## src/rtl/timer_pkg.sv

```systemverilog
// Shared types and defaults for the ms timing blocks (interval meter,
// delay timer): FSM state encoding and default counter width.
package timer_pkg;

    typedef enum logic [1:0] {
        IDLE    = 2'd0,
        RUNNING = 2'd1,
        HOLD    = 2'd2
    } meter_state_t;

    localparam int DEFAULT_MS_WIDTH    = 10;
    localparam int DEFAULT_SYNC_STAGES = 2;

endpackage

```

## src/rtl/tick_sync.sv

```systemverilog
// Synchronises an asynchronous 1 kHz tick source into the clk domain and
// emits a one-clk pulse per rising edge.
// Ports: clk, rst_n (async active-low), async_in (raw tick source),
//        tick (1-clk pulse, SYNC_STAGES+1 clk after an async_in rise).
module tick_sync #(
    parameter int SYNC_STAGES = 2
) (
    input  logic clk,
    input  logic rst_n,
    input  logic async_in,
    output logic tick
);

    logic [SYNC_STAGES-1:0] sync_q;
    logic [SYNC_STAGES-1:0] sync_d;
    logic                   prev_q;
    logic                   prev_d;
    logic                   tick_q;
    logic                   tick_d;

    always_comb begin
        sync_d = {sync_q[SYNC_STAGES-2:0], async_in};
        prev_d = sync_q[SYNC_STAGES-1];
        tick_d = sync_q[SYNC_STAGES-1] & ~prev_q;
    end

    // Chain and history reset high so a source that is already high when
    // reset releases is not mistaken for a rising edge.
    always_ff @(posedge clk or negedge rst_n) begin
        if (!rst_n) begin
            sync_q <= '1;
            prev_q <= 1'b1;
            tick_q <= 1'b0;
        end else begin
            sync_q <= sync_d;
            prev_q <= prev_d;
            tick_q <= tick_d;
        end
    end

    assign tick = tick_q;

endmodule

```

## src/rtl/interval_meter.sv

```systemverilog
// Measures the time between a start and a stop pulse in whole 1 ms ticks
// and presents the count on a valid/ready hold.
// Ports: clk, rst_n (async active-low), clk1kHz (async 1 ms source),
//        start/stop (1-clk pulses), result_ready (consumer accept),
//        result_valid/result/overflow (held result), busy (measuring),
//        elapsed (live count while measuring, frozen otherwise).
module interval_meter
    import timer_pkg::*;
#(
    parameter int WIDTH       = DEFAULT_MS_WIDTH,
    parameter int SYNC_STAGES = DEFAULT_SYNC_STAGES
) (
    input  logic             clk,
    input  logic             rst_n,
    input  logic             clk1kHz,
    input  logic             start,
    input  logic             stop,
    input  logic             result_ready,
    output logic             result_valid,
    output logic [WIDTH-1:0] result,
    output logic             overflow,
    output logic             busy,
    output logic [WIDTH-1:0] elapsed
);

    localparam logic [WIDTH-1:0] MAX_CNT = '1;
    localparam logic [WIDTH-1:0] ONE     = {{(WIDTH-1){1'b0}}, 1'b1};

    meter_state_t     state_q;
    meter_state_t     state_d;
    logic [WIDTH-1:0] counter_q;
    logic [WIDTH-1:0] counter_d;
    logic             overflow_q;
    logic             overflow_d;
    logic [WIDTH-1:0] result_q;
    logic [WIDTH-1:0] result_d;

    logic             tick;
    logic [WIDTH-1:0] cnt_inc;
    logic             inc_sat;

    tick_sync #(
        .SYNC_STAGES(SYNC_STAGES)
    ) u_tick_sync (
        .clk     (clk),
        .rst_n   (rst_n),
        .async_in(clk1kHz),
        .tick    (tick)
    );

    // Saturating increment: the tick that lands on MAX_CNT, or any tick
    // after it, flags overflow; the counter never wraps.
    always_comb begin
        inc_sat = (counter_q == MAX_CNT) || (counter_q == MAX_CNT - ONE);
        if (counter_q == MAX_CNT) begin
            cnt_inc = MAX_CNT;
        end else begin
            cnt_inc = counter_q + ONE;
        end
    end

    always_comb begin
        state_d    = state_q;
        counter_d  = counter_q;
        overflow_d = overflow_q;
        result_d   = result_q;
        unique case (state_q)
            IDLE: begin
                if (start && stop) begin
                    state_d    = HOLD;
                    result_d   = '0;
                    overflow_d = 1'b0;
                end else if (start) begin
                    state_d    = RUNNING;
                    counter_d  = '0;
                    overflow_d = 1'b0;
                end
            end
            RUNNING: begin
                if (tick) begin
                    counter_d  = cnt_inc;
                    overflow_d = overflow_q | inc_sat;
                end
                // stop has priority; a tick in the same clk is included.
                if (stop) begin
                    state_d  = HOLD;
                    result_d = counter_d;
                end else if (start) begin
                    counter_d  = '0;
                    overflow_d = 1'b0;
                end
            end
            HOLD: begin
                if (result_ready) begin
                    if (start) begin
                        state_d    = RUNNING;
                        counter_d  = '0;
                        overflow_d = 1'b0;
                    end else begin
                        state_d = IDLE;
                    end
                end
            end
            default: begin
                state_d = IDLE;
            end
        endcase
    end

    always_ff @(posedge clk or negedge rst_n) begin
        if (!rst_n) begin
            state_q <= IDLE;
        end else begin
            state_q <= state_d;
        end
    end

    always_ff @(posedge clk or negedge rst_n) begin
        if (!rst_n) begin
            counter_q <= '0;
        end else begin
            counter_q <= counter_d;
        end
    end

    always_ff @(posedge clk or negedge rst_n) begin
        if (!rst_n) begin
            overflow_q <= 1'b0;
            result_q   <= '0;
        end else begin
            overflow_q <= overflow_d;
            result_q   <= result_d;
        end
    end

    assign result_valid = (state_q == HOLD);
    assign busy         = (state_q == RUNNING);
    assign result       = result_q;
    assign overflow     = overflow_q;
    assign elapsed      = counter_q;

endmodule

```

## config.mk

```make
export PLATFORM = sky130hd
export DESIGN_NAME = interval_meter
export DESIGN_NICKNAME = d
export VERILOG_FILES = /design/src/rtl/timer_pkg.sv /design/src/rtl/tick_sync.sv /design/src/rtl/interval_meter.sv
export SDC_FILE = /design/constraint.sdc
export NUM_CORES = 1
export LEC_CHECK = 0
export BUFFER_PORTS_ARGS = -buffer_cell sky130_fd_sc_hd__buf_2
export CORE_UTILIZATION = 56
export CTS_BUF_LIST = sky130_fd_sc_hd__clkbuf_8 sky130_fd_sc_hd__clkbuf_16
export DETAILED_ROUTE_END_ITERATION = 12
export PLACE_DENSITY_LB_ADDON = 0.3
export SLEW_MARGIN = 20
export SYNTH_ARGS = -nofsm -noshare
export SYNTH_HDL_FRONTEND = slang
export SYNTH_HIERARCHICAL = 1
export SYNTH_SLANG_ARGS = --single-unit
```

## constraint.sdc

```tcl
create_clock -name clk -period 5.16 [get_ports clk]
set_input_delay 0.516 -clock clk [delete_from_list [all_inputs] [get_ports clk]]
set_output_delay 0.516 -clock clk [all_outputs]
set_load 0.01 [all_outputs]
```

==> results of run 1 <==
final cells by class:
cell class	instances	area, sq um
clock inverter	1	3.75
clock buffer	3	41.3
multi-input combinational	120	801
timing repair buffer	28	140
inverter	12	45.0
tap	30	37.5
fill	193	820
sequential	27	679
metrics by stage:
stage	power [mW]	hold slack, ns
final	0.609	0.229
after global routing	0.650	0.284
after CTS	0.609	0.254
after detailed placement	0.493	0.347
after global placement	0.483	0.346
after floorplan	0.445	0.220
cell usage in the layout, fill, tap and decap left out, drive strengths merged, types with 3 or more instances in the layout:
cell	netlist	layout
a21oi	12	12
a22o	5	5
buf	5	28
clkbuf	2	3
dfrtp	24	24
dfstp	3	3
ha	6	6
inv	12	13
nand2	20	20
nand3	6	6
nand4	3	3
nor2	9	9
nor3	3	3
o211ai	3	3
o21ai	17	17
report_power, final:
group          internal [mW]  total, mW  switching, mW  leakage [nW]
Clock                 0.0535      0.118         0.0646        0.0269
Sequential             0.232      0.254         0.0221         0.362
Combinational         0.0939      0.237          0.143         0.458
worst max path at each step:
stage                     startpoint    endpoint  slack (ns)  cells past startpoint
after floorplan           state_q[0]  elapsed[9]        3.16                      7
after global placement    state_q[0]  elapsed[9]        3.09                      6
after detailed placement  state_q[0]  elapsed[3]        2.98                      6
after CTS                 state_q[0]  elapsed[3]        2.95                      6
after global routing      state_q[0]  elapsed[3]        2.75                      6
final                     state_q[0]  elapsed[3]        2.90                      6
critical path, stage by stage (launching register included):
cell and delay [ns]:
sky130_fd_sc_hd__dfrtp_1 0.45, sky130_fd_sc_hd__inv_1 0.09, sky130_fd_sc_hd__ha_1 0.27, sky130_fd_sc_hd__nand2b_1 0.20, sky130_fd_sc_hd__a2111oi_4 0.78, sky130_fd_sc_hd__o21ai_0 0.21, sky130_fd_sc_hd__a21oi_1 0.19
flip-flops by register name, indices dropped and copies added (netlist names):
register            flops
elapsed                10
u_tick_sync/prev_q      1
u_tick_sync/sync_q      2
overflow                1
state_q                 2
u_tick_sync/tick        1
result                 10
metal layers:
layer / wire length, um / up-vias / part of all wire / global-route usage
met5: 0 / - / 0 / 0
met4: 44 / 0 / 0.013 / 0.0958
met3: 194 / 5 / 0.059 / 0.0410
met2: 1490 / 48 / 0.45 / 0.343
met1: 1580 / 606 / 0.48 / 0.355
li1: - / 646 / - / -
cell families (layout without fill, tap and decap cells):
logic type	count (synthesis)	after routing
AND/OR/NAND/NOR	57	57
AO/OA/AOI/OAI	50	50
flip-flops	27	27
buffers and inverters	19	44
adder cells (fa/ha/maj)	6	6
multiplexers	4	4
XOR/XNOR	3	3
==> Flow_metrics.wiki, run 1 <==
{| class="wikitable"
! Metric !! Value
|-
| Mux share of post-synthesis cell area || 0.0270
|-
| Instance area after placement || 1700 sq um
|-
| Xor/xnor share of the synthesized area || 0.0167
|-
| Clock latency reported for the late side of the worst-skew pair || ~0.28 ns
|-
| Vias in the first global route || ~1100
|-
| Share of the synthesized area in the top cell type || 0.381
|-
| Post-CTS Repair Setup Buffers || 0
|-
| Skew final || approximately 0.0031 ns
|-
| Quantity of I/O buffers inserted on ports || 28
|-
| Aggregate global-route resource usage || 0.240
|-
| Flip-flop and latch count after synthesis || 27
|-
| Main area contributors after synthesis || sky130_fd_sc_hd__dfrtp_1, sky130_fd_sc_hd__o21ai_0, sky130_fd_sc_hd__dfstp_2
|-
| Total congestion overflow || 0
|-
| EDFF count, synth || 0
|-
| Largest fanout on the critical path || 15
|-
| Worst VDD drop || approximately 0.35 mV
|-
| FFs w/ async S/R, synth || 1.00
|-
| Nature of the critical path endpoint || flip-flop
|-
| Starting utilization of the core area || 0.614
|-
| Total number of yosys warnings || 6
|-
| CTS buffer count || 3
|-
| Pre-CTS worst setup slack || 2.98 ns
|-
| Crit Path Class || reg2reg
|-
| Least-Margin Pin Slew || roughly 0.8 ns
|-
| Type of the tightest min-delay check || in2async
|-
| Clk pin slew, worst setup/hold paths || 0.09 ns
|-
| Post-Synthesis Net Count || between 150 and 200
|-
| Mean post-synth cell area || 9.50 sq um
|-
| Area growth syn-to-layout || 10.9%
|-
| R2R depth || 6
|-
| Most used DFF post-synth || sky130_fd_sc_hd__dfrtp_1
|-
| Resized cells post-CTS || 0
|-
| Detail Route Antenna Nets || 0
|-
| # IOs || 29
|-
| Via count || approximately 1300
|-
| Adder and majority cell fraction of the synthesized area || 0.0476
|-
| Worst slew margin || 0.459
|-
| Drt first pass iters || 4
|-
| Number of antenna violations at the first check in global routing || 0
|-
| Required time of the critical path || between 5 and 6 ns
|-
| Leakage || 0.846 nW
|-
| Arrival time at the worst endpoint || between 2 and 2.5 ns
|-
| Synthesized area || roughly 1600 sq um
|-
| RSZ-0062 raised after global routing || no
|-
| Clk Tree Root Cell || sky130_fd_sc_hd__clkbuf_8
|-
| Endpoints failing hold || 0
|-
| Final WL || 3.31 mm
|-
| Startpoint of the worst register-to-register path || state_q[0]
|-
| Post-route cell area || ~1700 sq um
|-
| Run status || completed
|-
| Endpoint of the most critical register-to-register path || elapsed[3]
|-
| Standard cell core area || around 2600 sq um
|-
| Most frequently used cell type in the post-synthesis netlist || sky130_fd_sc_hd__dfrtp_1
|-
| Cell types with the highest counts after synthesis || sky130_fd_sc_hd__dfrtp_1, sky130_fd_sc_hd__nand2_1, sky130_fd_sc_hd__o21ai_0
|-
| Average detailed-routed wire length per instance || between 10 and 15 um
|-
| Post-route DRC || 0
|-
| Die Footprint || between 3000 and 4000 sq um
|-
| Post-DP HPWL || ~2.5 mm
|-
| Post-DR vias/cell || ~5.9
|-
| DIE HEIGHT || 55.1 um
|-
| Pin count of the biggest net entering global routing || 28
|-
| Drt initial violations || 40
|-
| TritonCTS clock tree || yes
|-
| Total power per unit cell area || about 350 nW/um^2
|-
| Antenna Cells || 0
|-
| Sum of negative setup slack || 0 ns
|-
| First-pass GRT wire length || 5.02 mm
|-
| Max Freq || approximately 440 MHz
|-
| DP Cell Count || about 220
|-
| Filler-free cell count of the finished design || between 200 and 250
|-
| Setup slack after layout || 2.90 ns
|-
| Max Buffers Root-to-Sink || 2
|-
| Row Count || 18
|-
| Final Critical Period || ~2.3 ns
|-
| CTS hold repair buffers || 0
|-
| Horizontal die dimension || approximately 55 um
|-
| Number of distinct library cells after synthesis || 46
|-
| Number of maximum-capacitance violations || 0
|-
| Final cell utilization of the core || 0.681
|-
| Final net count || 204
|-
| Post-synthesis share of cell area spent on and, or, nand and nor gates || 0.204
|-
| Fraction of final layout cells sized beyond drive strength 1 || 0.236
|-
| # setup viols final || 0
|-
| Dominant combinational cell family by area after synthesis || compound AO/OA/AOI/OAI gates
|-
| RD Place Congestion || between 0.8 and 0.9
|-
| Level count of the clock H-tree || 1
|-
| Clk sinks || 27
|-
| Final cycle utilization of the critical path || 0.437
|-
| Post-synthesis sequential area ratio || 0.431
|-
| Final-report max-slew violation count || 0
|-
| Library cell occupying the most area in the post-synthesis netlist || sky130_fd_sc_hd__dfrtp_1
|-
| Synth Area in Compound Gates || 0.213
|-
| CP startpoint kind || flip-flop
|-
| Number of instances in the synthesized netlist || between 150 and 200
|-
| Reg2Reg Setup Slack || roughly 2.9 ns
|}
(Power assumes the default switching activity.)
==> inputs of run 2 (changes only) <==
--- a/config.mk
+++ b/config.mk
@@ -6,7 +6,7 @@
 export NUM_CORES = 1
 export LEC_CHECK = 0
 export BUFFER_PORTS_ARGS = -buffer_cell sky130_fd_sc_hd__buf_2
-export CORE_UTILIZATION = 56
+export CORE_UTILIZATION = 49
 export CTS_BUF_LIST = sky130_fd_sc_hd__clkbuf_8 sky130_fd_sc_hd__clkbuf_16
 export DETAILED_ROUTE_END_ITERATION = 12
 export PLACE_DENSITY_LB_ADDON = 0.3
==> constraint.sdc (replaced) <==
create_clock -name clk -period 1.95 [get_ports clk]
set_input_delay 0.195 -clock clk [delete_from_list [all_inputs] [get_ports clk]]
set_output_delay 0.195 -clock clk [all_outputs]
set_load 0.01 [all_outputs]
==> Flow_metrics.wiki, run 2 (synthesized netlist as in run 1, its figures left out) <==
{| class="wikitable"
! Metric !! Value
|-
| Final cell utilization of the core || 0.633 (-0.0476)
|-
| Aggregate global-route resource usage || 0.237 (-0.00274)
|-
| CP startpoint kind || flip-flop
|-
| RSZ-0062 raised after global routing || yes
|-
| Run status || completed
|-
| Max Freq || 526 MHz (+19%)
|-
| Row Count || 20 (+2)
|-
| TritonCTS clock tree || yes
|-
| Clk sinks || 27 (unchanged)
|-
| Via count || 1444 (+11%)
|-
| # setup viols final || 0 (unchanged)
|-
| Arrival time at the worst endpoint || 2.08 ns (-0.38 ns)
|-
| Post-DR vias/cell || 5.78 (-2.2%)
|-
| Vias in the first global route || 1284 (+19%)
|-
| Total power per unit cell area || 981 nW/um^2 (+180%)
|-
| DIE HEIGHT || 58.7 um (+6.6%)
|-
| DP Cell Count || 242 (+12%)
|-
| Antenna Cells || 0 (unchanged)
|-
| Reported net switching power || 0.702 mW (+210%)
|-
| Least-Margin Pin Slew || 0.582 ns (-0.218 ns)
|-
| Combinational fraction of design power || 0.480 (+0.091)
|-
| Total congestion overflow || 0 (unchanged)
|-
| Share of power burned in registers || 0.349 (-0.068)
|-
| Internal || 1.19 mW (+220%)
|-
| Skew final || 0.00639 ns (+0.00325 ns)
|-
| Clock network power share || 0.171 (-0.023)
|-
| Number of maximum-capacitance violations || 0 (unchanged)
|-
| Crit Path Class || reg2reg
|-
| Max Buffers Root-to-Sink || 2 (unchanged)
|-
| Number of antenna violations at the first check in global routing || 0 (unchanged)
|-
| Level count of the clock H-tree || 1 (unchanged)
|-
| Quantity of I/O buffers inserted on ports || 28 (unchanged)
|-
| Final WL || 3.73 mm (+13%)
|-
| Required time of the critical path || 2.13 ns (-3.24 ns)
|-
| Leakage || 0.927 nW (+9.5%)
|-
| Worst VDD drop || 0.679 mV (+93%)
|-
| Largest fanout on the critical path || 6 (-9)
|-
| CTS buffer count || 3 (unchanged)
|-
| Worst slew margin || 0.612 (+0.153)
|-
| Area growth syn-to-layout || 22.6%
|-
| Drt first pass iters || 4 (unchanged)
|-
| Horizontal die dimension || 58.7 um (+6.6%)
|-
| Clk Tree Root Cell || sky130_fd_sc_hd__clkbuf_8
|-
| Leading cell type in the layout, fill and taps excluded || sky130_fd_sc_hd__buf_2
|-
| # IOs || 29 (unchanged)
|-
| Filler-free cell count of the finished design || 250 (+13%)
|-
| Post-DP HPWL || 2.76 mm (+10%)
|-
| Standard cell core area || 3050 sq um (+19%)
|-
| RD Place Congestion || 0.933 (+6.3%)
|-
| Nature of the critical path endpoint || flip-flop
|-
| Sum of negative setup slack || 0 ns (unchanged)
|-
| Drt initial violations || 69 (+73%)
|-
| Average detailed-routed wire length per instance || 14.9 um (-0.21%)
|-
| Post-route DRC || 0 (unchanged)
|-
| Fraction of final layout cells sized beyond drive strength 1 || 0.330 (+0.0945)
|-
| Sw Share || 0.370 (-0.00693)
|-
| Final net count || 219 (+7.4%)
|-
| Die Footprint || 3450 sq um (+14%)
|-
| Fill cell total of the finished layout || 274 (+42%)
|-
| Starting utilization of the core area || 0.516 (-0.0976)
|-
| First-pass GRT wire length || 6.15 mm (+23%)
|-
| Clk pin slew, worst setup/hold paths || 0.10 ns (about the same)
|-
| Final cycle utilization of the critical path || 0.975 (+0.538)
|-
| Final Critical Period || 1.90 ns (-0.354 ns)
|-
| Endpoints failing hold || 0 (unchanged)
|-
| Clock latency reported for the late side of the worst-skew pair || 0.28 ns (about the same)
|-
| Type of the tightest min-delay check || in2reg
|-
| Final-report max-slew violation count || 0 (unchanged)
|-
| Pin count of the biggest net entering global routing || 28 (unchanged)
|-
| Top library cells by usage in the layout, fill and taps aside || sky130_fd_sc_hd__buf_2, sky130_fd_sc_hd__dfrtp_1, sky130_fd_sc_hd__nand2_1, sky130_fd_sc_hd__o21ai_0, sky130_fd_sc_hd__buf_4
|-
| Detail Route Antenna Nets || 0 (unchanged)
|}
==> run 2: cell types whose count changed in the layout (fill, tap and decap cells not counted), sizes merged <==
cell,delta
buf,+14
clkinv,+1
dlygate4sd3,+1
inv,-1
==> run 2: metrics by stage <==
step	area [sq um]	hold slack, ns	power (mW)	worst slack [ns]
after floorplan	1580	-0.101	1.18	0.00677
after global placement	1810	0.231	1.40	0.0843
after detailed placement	1810	0.237	1.44	-0.00496
after CTS	1870	0.00661	1.78	0.0163
after global routing	1930	0.00119	2.02	-0.00372
final	1930	0.0103	1.90	0.0495
==> run 2: power by group through the flow <==
stage / Clock (mW) / Sequential [mW] / Combinational [mW]
global route: 0.346 / 0.672 / 0.999
CTS: 0.328 / 0.664 / 0.787
finish: 0.324 / 0.663 / 0.910
detailed placement: 0 / 0.674 / 0.767
global placement: 0 / 0.668 / 0.732
floorplan: 0 / 0.683 / 0.497
==> run 2: per-layer routing <==
metal,global-route usage,vias up,part of all wire
li1,-,681,-
met1,0.336,689,0.44
met4,0.0612,0,0.0091
met3,0.0330,5,0.071
met5,0,-,0
met2,0.381,69,0.47
==> run 2: repair_timing <==
item                                   in CTS  in global routing
hold buffers                                1                  0
resized for setup                           1                  9
endpoints found under the hold margin      24                  0
setup buffers                               0                  3
pin swaps                                   1                  2
setup endpoints to repair                   5                 12
gates cloned                                0                  0
==> run 2: layout make-up <==
class                           instances  area [sq um]  area share
Multi-Input combinational cell        120           847       0.438
Sequential cell                        27           681       0.352
Inverter                               12          45.0      0.0233
Clock inverter                          1          5.00     0.00259
Tap cell                               44          55.1      0.0285
Clock buffer                            3          41.3      0.0214
Timing Repair Buffer                   43           259       0.134
==> run 2: critical path: stages, from the launching register on <==
cell and delay, ns:
sky130_fd_sc_hd__dfrtp_1 0.42, sky130_fd_sc_hd__buf_6 0.13, sky130_fd_sc_hd__ha_4 0.15, sky130_fd_sc_hd__nor2b_4 0.15, sky130_fd_sc_hd__or4b_4 0.55, sky130_fd_sc_hd__a21o_1 0.17, sky130_fd_sc_hd__a22o_1 0.22
==> run 2: path summary, 6_finish.rpt <==
path,startpoint,to,slack [ns],depth (start not counted)
setup / recovery,state_q[1],elapsed[9],0.05,6
max in group asynchronous,rst_n,elapsed[0],1.09,2
hold / removal,clk1kHz,u_tick_sync/sync_q[0],0.01,1
min in group asynchronous,rst_n,result[7],0.44,2
setup reg to reg,state_q[1],elapsed[9],0.05,6
hold reg to reg,u_tick_sync/sync_q[0],u_tick_sync/sync_q[1],0.36,0
==> inputs of run 3 (changes only) <==
--- a/config.mk
+++ b/config.mk
@@ -9,6 +9,7 @@
 export CORE_UTILIZATION = 49
 export CTS_BUF_LIST = sky130_fd_sc_hd__clkbuf_8 sky130_fd_sc_hd__clkbuf_16
 export DETAILED_ROUTE_END_ITERATION = 12
+export HOLD_SLACK_MARGIN = 0.12
 export PLACE_DENSITY_LB_ADDON = 0.3
 export SLEW_MARGIN = 20
 export SYNTH_ARGS = -nofsm -noshare
==> Flow_metrics.wiki, run 3 (synthesized netlist as in run 1, its figures left out) <==
{| class="wikitable"
! Metric !! Value
|-
| Post-route DRC || 0 (unchanged)
|-
| Buffer and inverter count on the worst path || 1 (unchanged)
|-
| Crit Path Class || reg2reg
|-
| Least-Margin Pin Slew || 0.582 ns (+0.000122 ns)
|-
| Clk sinks || 27 (unchanged)
|-
| Cells along the critical path || buf_6, ha_4, nor2b_4, or4b_4, a21o_1, a22o_1
|-
| Antenna Cells || 0 (unchanged)
|-
| Type of the tightest min-delay check || reg2reg
|-
| DIE HEIGHT || 58.7 um (unchanged)
|-
| CP startpoint kind || flip-flop
|-
| Post-DR vias/cell || 5.78 (about the same)
|-
| Clk Tree Root Cell || sky130_fd_sc_hd__clkbuf_8
|-
| Endpoints failing hold || 0 (unchanged)
|-
| Total power per unit cell area || 978 nW/um^2 (-0.32%)
|-
| Max Freq || 526 MHz (about the same)
|-
| Aggregate global-route resource usage || 0.237 (unchanged)
|-
| Horizontal die dimension || 58.7 um (unchanged)
|-
| RSZ-0062 raised after global routing || yes
|-
| Final WL || 3.78 mm (+1.4%)
|-
| Pin count of the biggest net entering global routing || 28 (unchanged)
|-
| # IOs || 29 (unchanged)
|-
| Via count || 1451 (+0.48%)
|-
| Nature of the critical path endpoint || flip-flop
|-
| Worst VDD drop || 0.680 mV (+0.26%)
|-
| Leakage || 0.931 nW (+0.45%)
|-
| # setup viols final || 0 (unchanged)
|-
| Average detailed-routed wire length per instance || 15.1 um (+1.0%)
|-
| Drt first pass iters || 4 (unchanged)
|-
| Clock latency reported for the late side of the worst-skew pair || 0.28 ns (about the same)
|-
| Top library cells by usage in the layout, fill and taps aside || sky130_fd_sc_hd__buf_2, sky130_fd_sc_hd__dfrtp_1, sky130_fd_sc_hd__nand2_1, sky130_fd_sc_hd__o21ai_0, sky130_fd_sc_hd__buf_4
|-
| RD Place Congestion || 0.933 (unchanged)
|-
| Final net count || 220 (+0.46%)
|-
| Skew final || 0.00637 ns (-0.0000194 ns)
|-
| Number of antenna violations at the first check in global routing || 0 (unchanged)
|-
| Row Count || 20 (unchanged)
|-
| Final cycle utilization of the critical path || 0.975 (about the same)
|-
| TritonCTS clock tree || yes
|-
| Final Critical Period || 1.90 ns (+0.000642 ns)
|-
| Standard cell core area || 3050 sq um (unchanged)
|-
| First-pass GRT wire length || 6.15 mm (unchanged)
|-
| Peak per-stage delay on the critical path || 0.55 ns (about the same)
|-
| Slowest library cell on the worst path || sky130_fd_sc_hd__or4b_4
|-
| CTS buffer count || 3 (unchanged)
|-
| Post-route cell area || 1940 sq um (+0.52%)
|-
| Instance area after placement || 1810 sq um (unchanged)
|-
| Total congestion overflow || 0 (unchanged)
|-
| Max Buffers Root-to-Sink || 2 (unchanged)
|-
| Starting utilization of the core area || 0.516 (unchanged)
|-
| Die Footprint || 3450 sq um (unchanged)
|-
| Quantity of I/O buffers inserted on ports || 28 (unchanged)
|-
| Sum of negative setup slack || 0 ns (unchanged)
|-
| Leading cell type in the layout, fill and taps excluded || sky130_fd_sc_hd__buf_2
|-
| Required time of the critical path || 2.13 ns (about the same)
|-
| Fraction of final layout cells sized beyond drive strength 1 || 0.329 (-0.00159)
|-
| Final-report max-slew violation count || 0 (unchanged)
|-
| Arrival time at the worst endpoint || 2.08 ns (about the same)
|-
| Worst slew margin || 0.612 (about the same)
|-
| Clk pin slew, worst setup/hold paths || 0.10 ns (about the same)
|-
| Number of maximum-capacitance violations || 0 (unchanged)
|-
| Largest fanout on the critical path || 6 (unchanged)
|-
| Drt initial violations || 63 (-8.7%)
|-
| Run status || completed
|-
| Area growth syn-to-layout || 23.3%
|-
| Final cell utilization of the core || 0.636 (+0.00328)
|-
| Top Family by Delay on Critical Path || simple AND/OR/NAND/NOR gates
|-
| Level count of the clock H-tree || 1 (unchanged)
|-
| Vias in the first global route || 1284 (unchanged)
|-
| Post-DP HPWL || 2.76 mm (unchanged)
|-
| Detail Route Antenna Nets || 0 (unchanged)
|}
## run 3: cell types whose count changed in the layout (fill, tap and decap cells not counted)
cell	before	now
sky130_fd_sc_hd__dlygate4sd3_1	1	2
## run 3: path summary, 6_finish.rpt
path,from,endpoint,slack [ns],cells after the start
worst max register to register,state_q[1],elapsed[9],0.05,6
worst max-delay path,state_q[1],elapsed[9],0.05,6
max in group asynchronous,rst_n,elapsed[0],1.09,2
worst min register to register,u_tick_sync/sync_q[0],u_tick_sync/sync_q[1],0.36,0
worst min-delay path,u_tick_sync/sync_q[0],u_tick_sync/sync_q[1],0.36,0
min in group asynchronous,rst_n,result[7],0.44,2
## run 3: stage by stage
step                power (mW)  hold WS, ns  setup WS (ns)  std cells
floorplan                 1.18       -0.101        0.00677        166
global placement          1.40        0.231         0.0843        242
detailed placement        1.44        0.237       -0.00496        242
CTS                       1.78        0.362         0.0163        248
global route              2.02        0.369       -0.00372        251
finish                    1.90        0.362         0.0488        251
## run 3: what timing repair did
item,in CTS,in global routing
setup buffers,0,3
endpoints found under the hold margin,25,0
endpoints found under the setup margin,5,12
hold buffers,2,0
pin swaps,1,2
gates resized for setup,1,9
## run 3: per-layer routing
| metal | up-vias | global-route usage | part of all wire |
|---|---|---|---|
| met5 | - | 0 | 0 |
| met2 | 69 | 0.381 | 0.46 |
| met3 | 6 | 0.0330 | 0.066 |
| met1 | 691 | 0.336 | 0.46 |
| met4 | 0 | 0.0612 | 0.013 |
| li1 | 685 | - | - |
## run 3: report_power, final
group | switching (mW) | internal [mW]
Clock | 0.182 | 0.144
Combinational | 0.474 | 0.438
Sequential | 0.0493 | 0.615
## run 3: cell type report
| type | count | area [sq um] |
|---|---|---|
| clock inverters | 1 | 5.00 |
| flip-flops and latches | 27 | 681 |
| repair buffers | 44 | 269 |
| well taps | 44 | 55.1 |
| fillers | 273 | 1110 |
| clock buffers | 3 | 41.3 |
| multi-input cells | 120 | 847 |
| inverters | 12 | 45.0 |
